[src/rtl/ddr3_rst_seq.sv]
`default_nettype none
// ============================================================================
// Module   : ddr3_rst_seq
// Purpose  : Reset / bring-up sequencer placed after the DDR3 PLL wrapper.
//            Pulses the PLL reset, waits for lock and qualifies it as stable.
//            It then releases the DDR3 controller reset, supervises
//            calibration and finally releases the system reset. Lock
//            timeout, calibration timeout or lock loss start a new attempt.
//            After too many failed attempts the block parks in FAIL.
// Ports    : clk             free-running PLL init clock
//            rst_n           asynchronous active-low reset
//            pll_lock_i      PLL lock (asynchronous, synchronized here)
//            ddr_init_done_i DDR3 calibration done (asynchronous, synced)
//            sw_rst_req_i    one-cycle synchronous request to restart
//            pll_rst_o       PLL reset request, active high
//            ddr_rst_n_o     DDR3 controller reset, active low
//            sys_rst_n_o     system reset, active low
//            ready_o         bring-up complete
//            fail_o          retries exhausted
//            retry_cnt_o     failed attempts since last clean start (sat 15)
// Revision : 1.0  initial release
// ============================================================================
module ddr3_rst_seq #(
  parameter int SYNC_STAGES      = 2,
  parameter int RST_PULSE_CYC    = 16,
  parameter int LOCK_TIMEOUT_CYC = 65536,
  parameter int LOCK_STABLE_CYC  = 1024,
  parameter int DDR_HOLD_CYC     = 64,
  parameter int CAL_TIMEOUT_CYC  = 262144,
  parameter int RETRY_MAX        = 3
) (
  input  logic       clk,
  input  logic       rst_n,
  input  logic       pll_lock_i,
  input  logic       ddr_init_done_i,
  input  logic       sw_rst_req_i,
  output logic       pll_rst_o,
  output logic       ddr_rst_n_o,
  output logic       sys_rst_n_o,
  output logic       ready_o,
  output logic       fail_o,
  output logic [3:0] retry_cnt_o
);

  // Fewer than two synchronizer flops is never safe, so clamp.
  localparam int SYNC_N = (SYNC_STAGES < 2) ? 2 : SYNC_STAGES;

  // Timer must hold the largest terminal count of any state.
  localparam int MAX_AB  = (RST_PULSE_CYC > LOCK_TIMEOUT_CYC) ? RST_PULSE_CYC : LOCK_TIMEOUT_CYC;
  localparam int MAX_CD  = (LOCK_STABLE_CYC > DDR_HOLD_CYC) ? LOCK_STABLE_CYC : DDR_HOLD_CYC;
  localparam int MAX_ABC = (MAX_AB > MAX_CD) ? MAX_AB : MAX_CD;
  localparam int MAX_CYC = (MAX_ABC > CAL_TIMEOUT_CYC) ? MAX_ABC : CAL_TIMEOUT_CYC;
  localparam int TMR_W   = $clog2(MAX_CYC + 1);

  // The timer reads 0 in the first cycle of a state, so a state that must
  // last N cycles exits when the timer shows N-1.
  localparam logic [TMR_W-1:0] RST_LAST    = TMR_W'(RST_PULSE_CYC - 1);
  localparam logic [TMR_W-1:0] LOCK_LAST   = TMR_W'(LOCK_TIMEOUT_CYC - 1);
  localparam logic [TMR_W-1:0] STABLE_LAST = TMR_W'(LOCK_STABLE_CYC - 1);
  localparam logic [TMR_W-1:0] HOLD_LAST   = TMR_W'(DDR_HOLD_CYC - 1);
  localparam logic [TMR_W-1:0] CAL_LAST    = TMR_W'(CAL_TIMEOUT_CYC - 1);
  localparam logic [31:0]      RETRY_LIM   = 32'(RETRY_MAX);

  localparam logic [2:0] S_RST_PLL   = 3'd0;
  localparam logic [2:0] S_WAIT_LOCK = 3'd1;
  localparam logic [2:0] S_STABLE    = 3'd2;
  localparam logic [2:0] S_DDR_HOLD  = 3'd3;
  localparam logic [2:0] S_WAIT_CAL  = 3'd4;
  localparam logic [2:0] S_RUN       = 3'd5;
  localparam logic [2:0] S_FAIL      = 3'd6;

  // --------------------------------------------------------------------------
  // Input synchronizers
  // --------------------------------------------------------------------------
  logic [SYNC_N-1:0] lock_sync_q;
  logic [SYNC_N-1:0] done_sync_q;
  logic              lock_s;
  logic              done_s;

  always_ff @(posedge clk or negedge rst_n) begin
    if (!rst_n) begin
      lock_sync_q <= '0;
      done_sync_q <= '0;
    end else begin
      lock_sync_q <= {lock_sync_q[SYNC_N-2:0], pll_lock_i};
      done_sync_q <= {done_sync_q[SYNC_N-2:0], ddr_init_done_i};
    end
  end

  assign lock_s = lock_sync_q[SYNC_N-1];
  assign done_s = done_sync_q[SYNC_N-1];

  // --------------------------------------------------------------------------
  // State, timer, retry counter and registered outputs
  // --------------------------------------------------------------------------
  logic [2:0]       state_q,     state_d;
  logic [TMR_W-1:0] timer_q,     timer_d;
  logic [3:0]       retry_q,     retry_d;
  logic             pll_rst_q,   pll_rst_d;
  logic             ddr_rst_n_q, ddr_rst_n_d;
  logic             sys_rst_n_q, sys_rst_n_d;
  logic             ready_q,     ready_d;
  logic             fail_q,      fail_d;

  always_ff @(posedge clk or negedge rst_n) begin
    if (!rst_n) begin
      state_q     <= S_RST_PLL;
      timer_q     <= '0;
      retry_q     <= '0;
      pll_rst_q   <= 1'b1;
      ddr_rst_n_q <= 1'b0;
      sys_rst_n_q <= 1'b0;
      ready_q     <= 1'b0;
      fail_q      <= 1'b0;
    end else begin
      state_q     <= state_d;
      timer_q     <= timer_d;
      retry_q     <= retry_d;
      pll_rst_q   <= pll_rst_d;
      ddr_rst_n_q <= ddr_rst_n_d;
      sys_rst_n_q <= sys_rst_n_d;
      ready_q     <= ready_d;
      fail_q      <= fail_d;
    end
  end

  // --------------------------------------------------------------------------
  // Next-state logic
  // --------------------------------------------------------------------------
  logic       retry_evt;
  logic [3:0] retry_inc;
  logic       restart;

  always_comb begin
    state_d   = state_q;
    retry_d   = retry_q;
    retry_evt = 1'b0;
    retry_inc = (retry_q == 4'hF) ? retry_q : retry_q + 4'd1;

    // Lock loss is tested before timer expiry everywhere, which gives it
    // priority when both happen in the same cycle.
    case (state_q)
      S_RST_PLL: begin
        if (timer_q == RST_LAST) state_d = S_WAIT_LOCK;
      end
      S_WAIT_LOCK: begin
        if (lock_s)                  state_d   = S_STABLE;
        else if (timer_q == LOCK_LAST) retry_evt = 1'b1;
      end
      S_STABLE: begin
        // A dropout here only restarts qualification, not a new attempt.
        if (!lock_s)                     state_d = S_WAIT_LOCK;
        else if (timer_q == STABLE_LAST) state_d = S_DDR_HOLD;
      end
      S_DDR_HOLD: begin
        if (!lock_s)                   retry_evt = 1'b1;
        else if (timer_q == HOLD_LAST) state_d   = S_WAIT_CAL;
      end
      S_WAIT_CAL: begin
        if (!lock_s)                  retry_evt = 1'b1;
        else if (done_s)              state_d   = S_RUN;
        else if (timer_q == CAL_LAST) retry_evt = 1'b1;
      end
      S_RUN: begin
        if (!lock_s) retry_evt = 1'b1;
      end
      S_FAIL: begin
        state_d = S_FAIL;
      end
      default: begin
        state_d = S_RST_PLL;
      end
    endcase

    if (retry_evt) begin
      retry_d = retry_inc;
      state_d = ({28'd0, retry_inc} >= RETRY_LIM) ? S_FAIL : S_RST_PLL;
    end

    // Software restart overrides everything decided above.
    if (sw_rst_req_i) begin
      state_d = S_RST_PLL;
      retry_d = '0;
    end

    // A software restart re-enters RST_PLL even from RST_PLL, so the
    // pulse always runs its full length.
    restart = sw_rst_req_i || (state_d != state_q);
    if (restart)                timer_d = '0;
    else if (timer_q == '1)     timer_d = timer_q;
    else                        timer_d = timer_q + 1'b1;
  end

  // --------------------------------------------------------------------------
  // Output decode from the next state, so outputs change on the same edge
  // as the state register.
  // --------------------------------------------------------------------------
  always_comb begin
    pll_rst_d   = 1'b0;
    ddr_rst_n_d = 1'b0;
    sys_rst_n_d = 1'b0;
    ready_d     = 1'b0;
    fail_d      = 1'b0;
    case (state_d)
      S_RST_PLL:  pll_rst_d   = 1'b1;
      S_WAIT_CAL: ddr_rst_n_d = 1'b1;
      S_RUN: begin
        ddr_rst_n_d = 1'b1;
        sys_rst_n_d = 1'b1;
        ready_d     = 1'b1;
      end
      S_FAIL: begin
        pll_rst_d = 1'b1;
        fail_d    = 1'b1;
      end
      default: pll_rst_d = 1'b0;
    endcase
  end

  assign pll_rst_o   = pll_rst_q;
  assign ddr_rst_n_o = ddr_rst_n_q;
  assign sys_rst_n_o = sys_rst_n_q;
  assign ready_o     = ready_q;
  assign fail_o      = fail_q;
  assign retry_cnt_o = retry_q;

endmodule
`default_nettype wire
[config.mk]
export PLATFORM = sky130hd
export DESIGN_NAME = ddr3_rst_seq
export DESIGN_NICKNAME = d
export VERILOG_FILES = /design/src/rtl/ddr3_rst_seq.sv
export SDC_FILE = /design/constraint.sdc
export NUM_CORES = 1
export LEC_CHECK = 0
export ABC_AREA = 1
export BUFFER_PORTS_ARGS = -buffer_cell sky130_fd_sc_hd__buf_2
export CELL_PAD_IN_SITES_DETAIL_PLACEMENT = 0
export CELL_PAD_IN_SITES_GLOBAL_PLACEMENT = 1
export CORE_MARGIN = 5
export CORE_UTILIZATION = 26
export CTS_BUF_LIST = sky130_fd_sc_hd__clkbuf_8
export DETAILED_ROUTE_END_ITERATION = 8
export PLACE_DENSITY = 0.5
export SLEW_MARGIN = 10
export SYNTH_ARGS = -nofsm -noshare
export SYNTH_HDL_FRONTEND = slang
export SYNTH_SLANG_ARGS = --single-unit
[constraint.sdc]
create_clock -name clk -period 4.6 [get_ports clk]
set_input_delay 0.46 -clock clk [delete_from_list [all_inputs] [get_ports clk]]
set_output_delay 0.46 -clock clk [all_outputs]
set_load 0.05 [all_outputs]
# [Word level (Yosys, flattened, before mapping)]
# Cells that the tools add are included.
# Widths: inputs -> output; s select.
[word_totals] out_inout_bits=9 in_bits=5 wordCells=65 register_bits=34
[classes] n_addsub=2 n_reduce_logical=7 n_mux=28 order_cmp=1 eq_ne=18
[ops] op="$mux 19" count=2
[ops] op="$mux 3" count=11
[ops] op="$pmux 3 s7" count=1
[ops] op="$add 19x1->19 const B" count=1
[ops] op="$eq 19x10->1 const B" count=1
[ops] op="$eq 19x16->1 const B" count=1
[ops] op="$eq 19x18->1 const B" count=1
[ops] op="$eq 19x19->1 const B" count=1
[ops] op="$eq 19x4->1 const B" count=1
[ops] op="$eq 19x6->1 const B" count=1
[ops] op="$eq 3x3->1 const B" count=6
[ops] op="$mux 4" count=3
[ops] op="$mux 1" count=10
[ops] op="$eq 3x2->1 const B" count=2
[ops] op="$logic_not 3->1" count=2
[ops] op="$reduce_or 2->1" count=3
[ops] op="$add 4x1->4 const B" count=1
[ops] op="$eq 4x4->1 const B" count=1
[ops] op="$ge 4x2->1 const B" count=1
[ops] op="$eq 3x1->1 const B" count=1
[ops] op="$ne 3x3->1" count=1
[ops] op="$pmux 1 s3" count=1
[ops] op="$ne 2x2->1 const B" count=1
[ops] op="$reduce_bool 2->1" count=1
[ops] op="$logic_or 1x1->1" count=1

# [Longest topological paths before layout]
[depth] ltp_word=10 ltp_mapped=15 mapped_depth_nobuf=14

# [Worst setup path after synthesis]
# Ideal clock, no wire load.
[synth_timing] kind="reg-to-reg" from="register retry_q[0], in the netlist retry_cnt_o[0]" to="register timer_q[16]" path_stages_with_launch=14 t_arrival_ns=2.045 period_less_slack_ns=2.173 setup_slack_ns=2.427 required_time_ns=4.472 n_path_buf=1 setup_time_ns=0.128 cell_sequence="dfrtp_1 ha_1 nand3_1 xor2_1 nand2_1 nand2_1 nand2_1 nand2_4 nand2_4 nand2_2 nand2_2 nand3_4 buf_12 nor2_4"
[synth_via] elab_chain_len=9 word_cells_on_any_way=11 classes_between="1 x add/sub; 1 x order compare; 3 x eq/ne; 5 x mux; 1 x reduce/logical"
[synth_rtl] item="start, declared" line="98" source="logic [3:0] retry_q, retry_d;"
[synth_rtl] item="start signal, assigned" line="118" source="retry_q <= retry_d;"
[synth_rtl] item="$add 4x1->4 or $eq 4x4->1 (tied branches)" line="138" source="retry_inc = (retry_q == 4'hF) ? retry_q : retry_q + 4'd1;"
[synth_rtl] item="$mux 4 *" line="138"
[synth_rtl] item="$ge 4x2->1 *" line="177" source="state_d = ({28'd0, retry_inc} >= RETRY_LIM) ? S_FAIL : S_RST_PLL;"
[synth_rtl] item="$mux 3 *" line="177"
[synth_rtl] item="$mux 3 *" line="175" source="if (retry_evt) begin"
[synth_rtl] item="$mux 3 *" line="181" source="if (sw_rst_req_i) begin"
[synth_rtl] item="$ne 3x3->1 *" line="188" source="restart = sw_rst_req_i || (state_d != state_q);"
[synth_rtl] item="$logic_or 1x1->1 *" line="188"
[synth_rtl] item="$ne 2x2->1 (no line) or $mux 19 (tied branches)"
[synth_rtl] item="end signal, assigned" line="117" source="timer_q <= timer_d;"
[synth_rtl] item="end, declared" line="97" source="logic [TMR_W-1:0] timer_q, timer_d;"
# Every way passes the cells marked *; elsewhere a longest branch is shown, timed or not.
# A chain may end at the register's enable or synchronous reset.

# [Worst setup path in the final report]
[layout_timing] from="register state_q[2]" to="register timer_q[11]"
[layout_via] elab_chain_len=8 word_cells_on_any_way=24 classes_between="8 x eq/ne; 13 x mux; 3 x reduce/logical"
[layout_rtl] item="start, declared" line="96" source="logic [2:0] state_q, state_d;"
[layout_rtl] item="start signal, assigned" line="116" source="state_q <= state_d;"
[layout_rtl] item="$eq 3x3->1 (tied with other cells)" line="142" source="case (state_q)"
[layout_rtl] item="$reduce_or 2->1 (no line) (tied with other cells)"
[layout_rtl] item="$pmux 1 s3 or $pmux 3 s7 (tied branches)" line="142"
[layout_rtl] item="$mux 3" line="175"
[layout_rtl] item="$mux 3" line="181"
[layout_rtl] item="$ne 3x3->1 *" line="188"
[layout_rtl] item="$logic_or 1x1->1 *" line="188"
[layout_rtl] item="$ne 2x2->1 (no line) or $mux 19 (tied branches)"
# Marks and branches as above.

==> results.yml <==
yosys:
  yosysMostFrequentCell: "nand2_1"
  syn_area_per_cell_um2: 7.62
  yosysWarnings: 0
  synth_common_cells: "nand2_1 (67), nor2_1 (44), dfrtp_1 (33), inv_1 (28), nand3_1 (27)"
  postSynthCellCount: 281
  syn-num-nets: 288
  async_reset_ff_share_pct: 100
  yosys.area.top_type: "dfrtp_1"
  synth_edf_count: 0
  synth_area_leaders: "dfrtp_1 (39%), nand2_1 (12%), nor2_1 (7.7%), nand3_1 (6.3%), nor2_4 (6.3%)"
  netlist-cell-type-count: 31
  synth-main-ff-cell: "dfrtp_1"
  yosysSeqAreaShare_pct: 39.8
  ys_ff_latch: 34
  synth_top_area_share_pct: 38.6
  syn_area_um2: 2140
drt:
  drtPass1Iterations: 4
  via_count: 1720
  first_iter_violations: 103
  wirelength_mm: 4.91
  wire_per_inst_um: 12.2
  viasPerCell: 4.27
  ant_nets: 0
  route.detailed.drc: 0
power:
  p_leak_nw: 1.10
  p_total_w: 0.000565
  power_density_nw_per_um2: 237
  irDropWorstVdd_mv: 0.0969
cts:
  cts-buffers-inserted: 5
  htree_levels: 2
  post_cts_buffers: 0
  cts_tree: "yes"
  cts.sinks: 34
  cts_buffer_depth: 2
  clk_pin_slew_worst_paths_ns: 0.08
  clock-root-buffer: "clkbuf_8"
  cts_resized: 0
  cts_hold_buf: 0
  worstSkewPairLatency_ns: 0.29
critical_path:
  path_depth: 9
  required_ns: 4.80
  critPathArrivalTime_ns: 2.61
  crit_buf_inv: 1
  critPathMaxFanout: 19
  slowest_delay_ns: 0.54
  crit_chain: "inv_1, o211ai_2, a21boi_1, nand2_1, nand2_4, nand2_2, nand2_2, nand3_4, nor2_1"
  worstSetupPathType: "reg -> reg"
  crit_path_end_kind: "flip-flop"
  crit_family: "simple AND/OR/NAND/NOR gates"
  start_kind: "flip-flop"
  r2r_cells: 9
  crit_top_cell: "nand2_2"
  cp_slowest_cell: "dfrtp_1"
floorplan:
  num_rows: 33
  start_util_pct: 26.3
  core_area_um2: 8130
  die_height_um: 101
  die_area_um2: 10100
  die-width_um: 101
  boundaryPins: 14
finish:
  area_growth_pct: 11.5
  drive_gt1_share_pct: 18.5
  nNetsFinal: 304
  n_antenna_cell: 0
timing:
  tightest_slew_ns: 0.779
  drv_slew: 0
  finalCritPeriodShare_pct: 52.5
  setup_viol: 0
  skew_ns: 0.00946
  fin_hold_ws_ns: 0.249
  final-hold-violation-count: 0
  finalCriticalPeriod_ns: 2.41
  finalSetupTns_ns: 0
  rsz0062_at_grt: "false"
  max_freq_ghz: 0.414
  timing.slew.headroom_pct: 48.0
status:
  status: "completed"
min_path:
  hold_path.class: "in -> async"
placed_design:
  hpwl_mm: 3.75
  globalplace.congestion: 0.770
  portBuffers: 13
global_route:
  grt_pass1_wl_mm: 8.39
  grt_use_total_pct: 10.5
  grt_overflow_total: 0
  grt_pass1_vias: 1677
  grt_start_max_net_pins: 35
  antenna_found_initial: 0
flow_run:
  cap_violations: 0
## final timing paths
| path | startpoint | endpoint | slack, ns |
|---|---|---|---|
| worst max register to register | state_q[2] | timer_q[11] | 2.19 |
| max in group asynchronous | rst_n | retry_cnt_o[1] | 3.85 |
| worst min-delay path | rst_n | timer_q[15] | 0.25 |
| worst min register to register | done_sync_q[0] | done_sync_q[1] | 0.36 |
| worst max-delay path | state_q[2] | timer_q[11] | 2.19 |
| min in group clk | ddr_init_done_i | done_sync_q[0] | 0.28 |
## area by class of cell
cell class / count / area, um2
clock buffers: 6 / 82.6
clock inverters: 2 / 8.76
fillers: 890 / 5750
inverters: 33 / 124
multi-input cells: 210 / 1120
flip-flops and latches: 34 / 852
well taps: 105 / 131
repair buffers: 13 / 65.1
## cells in the final DEF (no fill, tap or decap)
cell	netlist	final
nand2_1	67	67
nor2_1	44	44
dfrtp_1	33	33
inv_1	28	29
nand3_1	27	27
buf_2	0	13
nor2_4	12	12
o21ai_0	12	12
nand4_1	8	8
nand2_2	6	6
clkbuf_8	0	6
nor3_1	5	5
xor2_1	5	5
inv_2	4	4
nor2_2	4	4
nand2_4	3	3
nand3_2	2	2
xnor2_1	2	2
nand3b_1	2	2
ha_1	2	2
o211ai_2	1	1
a21boi_1	1	1
o21ai_1	1	1
clkinv_1	1	1
a21oi_1	1	1
o2111ai_1	1	1
nand3_4	1	1
mux2_2	1	1
o41ai_1	1	1
a31oi_1	1	1
clkinv_2	0	1
dfstp_2	1	1
## logic make-up (layout without fill, tap and decap cells)
family / after synthesis / count (layout) / synth area share (%)
AO/OA/AOI/OAI: 19 / 19 / 5.32
AND/OR/NAND/NOR: 181 / 181 / 42.5
XOR/XNOR: 7 / 7 / 2.86
flip-flops: 34 / 34 / 39.8
adder cells (fa/ha/maj): 2 / 2 / 1.17
multiplexers: 1 / 1 / 0.526
buffers and inverters: 37 / 54 / 7.77
## through the flow
step	utilization [%]	area, um2	cells	setup slack (ns)
6_report	29.3	2390	403	2.19
5_1_grt	29.3	2390	403	2.02
4_1_cts	29.3	2390	403	2.19
3_5_place_dp	28.2	2290	395	2.23
3_3_place_gp	28.2	2290	395	2.19
2_1_floorplan	-	2140	281	2.43
## registers in the layout (all words and copies together), names as in the netlist
| signal | count |
|---|---|
| fail_o | 1 |
| ready_o | 1 |
| lock_sync_q | 2 |
| pll_rst_o | 1 |
| done_sync_q | 2 |
| timer_q | 19 |
| ddr_rst_n_o | 1 |
| retry_cnt_o | 4 |
| state_q | 3 |
## report_power, final
| group | leakage [nW] | switching [W] | internal (W) | total [W] |
|---|---|---|---|---|
| Combinational | 0.591 | 0.0000200 | 0.00000776 | 0.0000278 |
| Clock | 0.0524 | 0.000112 | 0.000119 | 0.000231 |
| Sequential | 0.460 | 0.00000379 | 0.000303 | 0.000306 |
| Total | 1.10 | 0.000136 | 0.000429 | 0.000565 |
## layer usage
metal / vias up / GRT usage, % / routed length [um]
li1: 926 / - / -
met1: 768 / 15.8 / 2570
met2: 21 / 14.7 / 2100
met3: 5 / 2.35 / 166
met4: 0 / 3.42 / 74
met5: - / 0 / 0
Power figures use the tool's default switching activity.
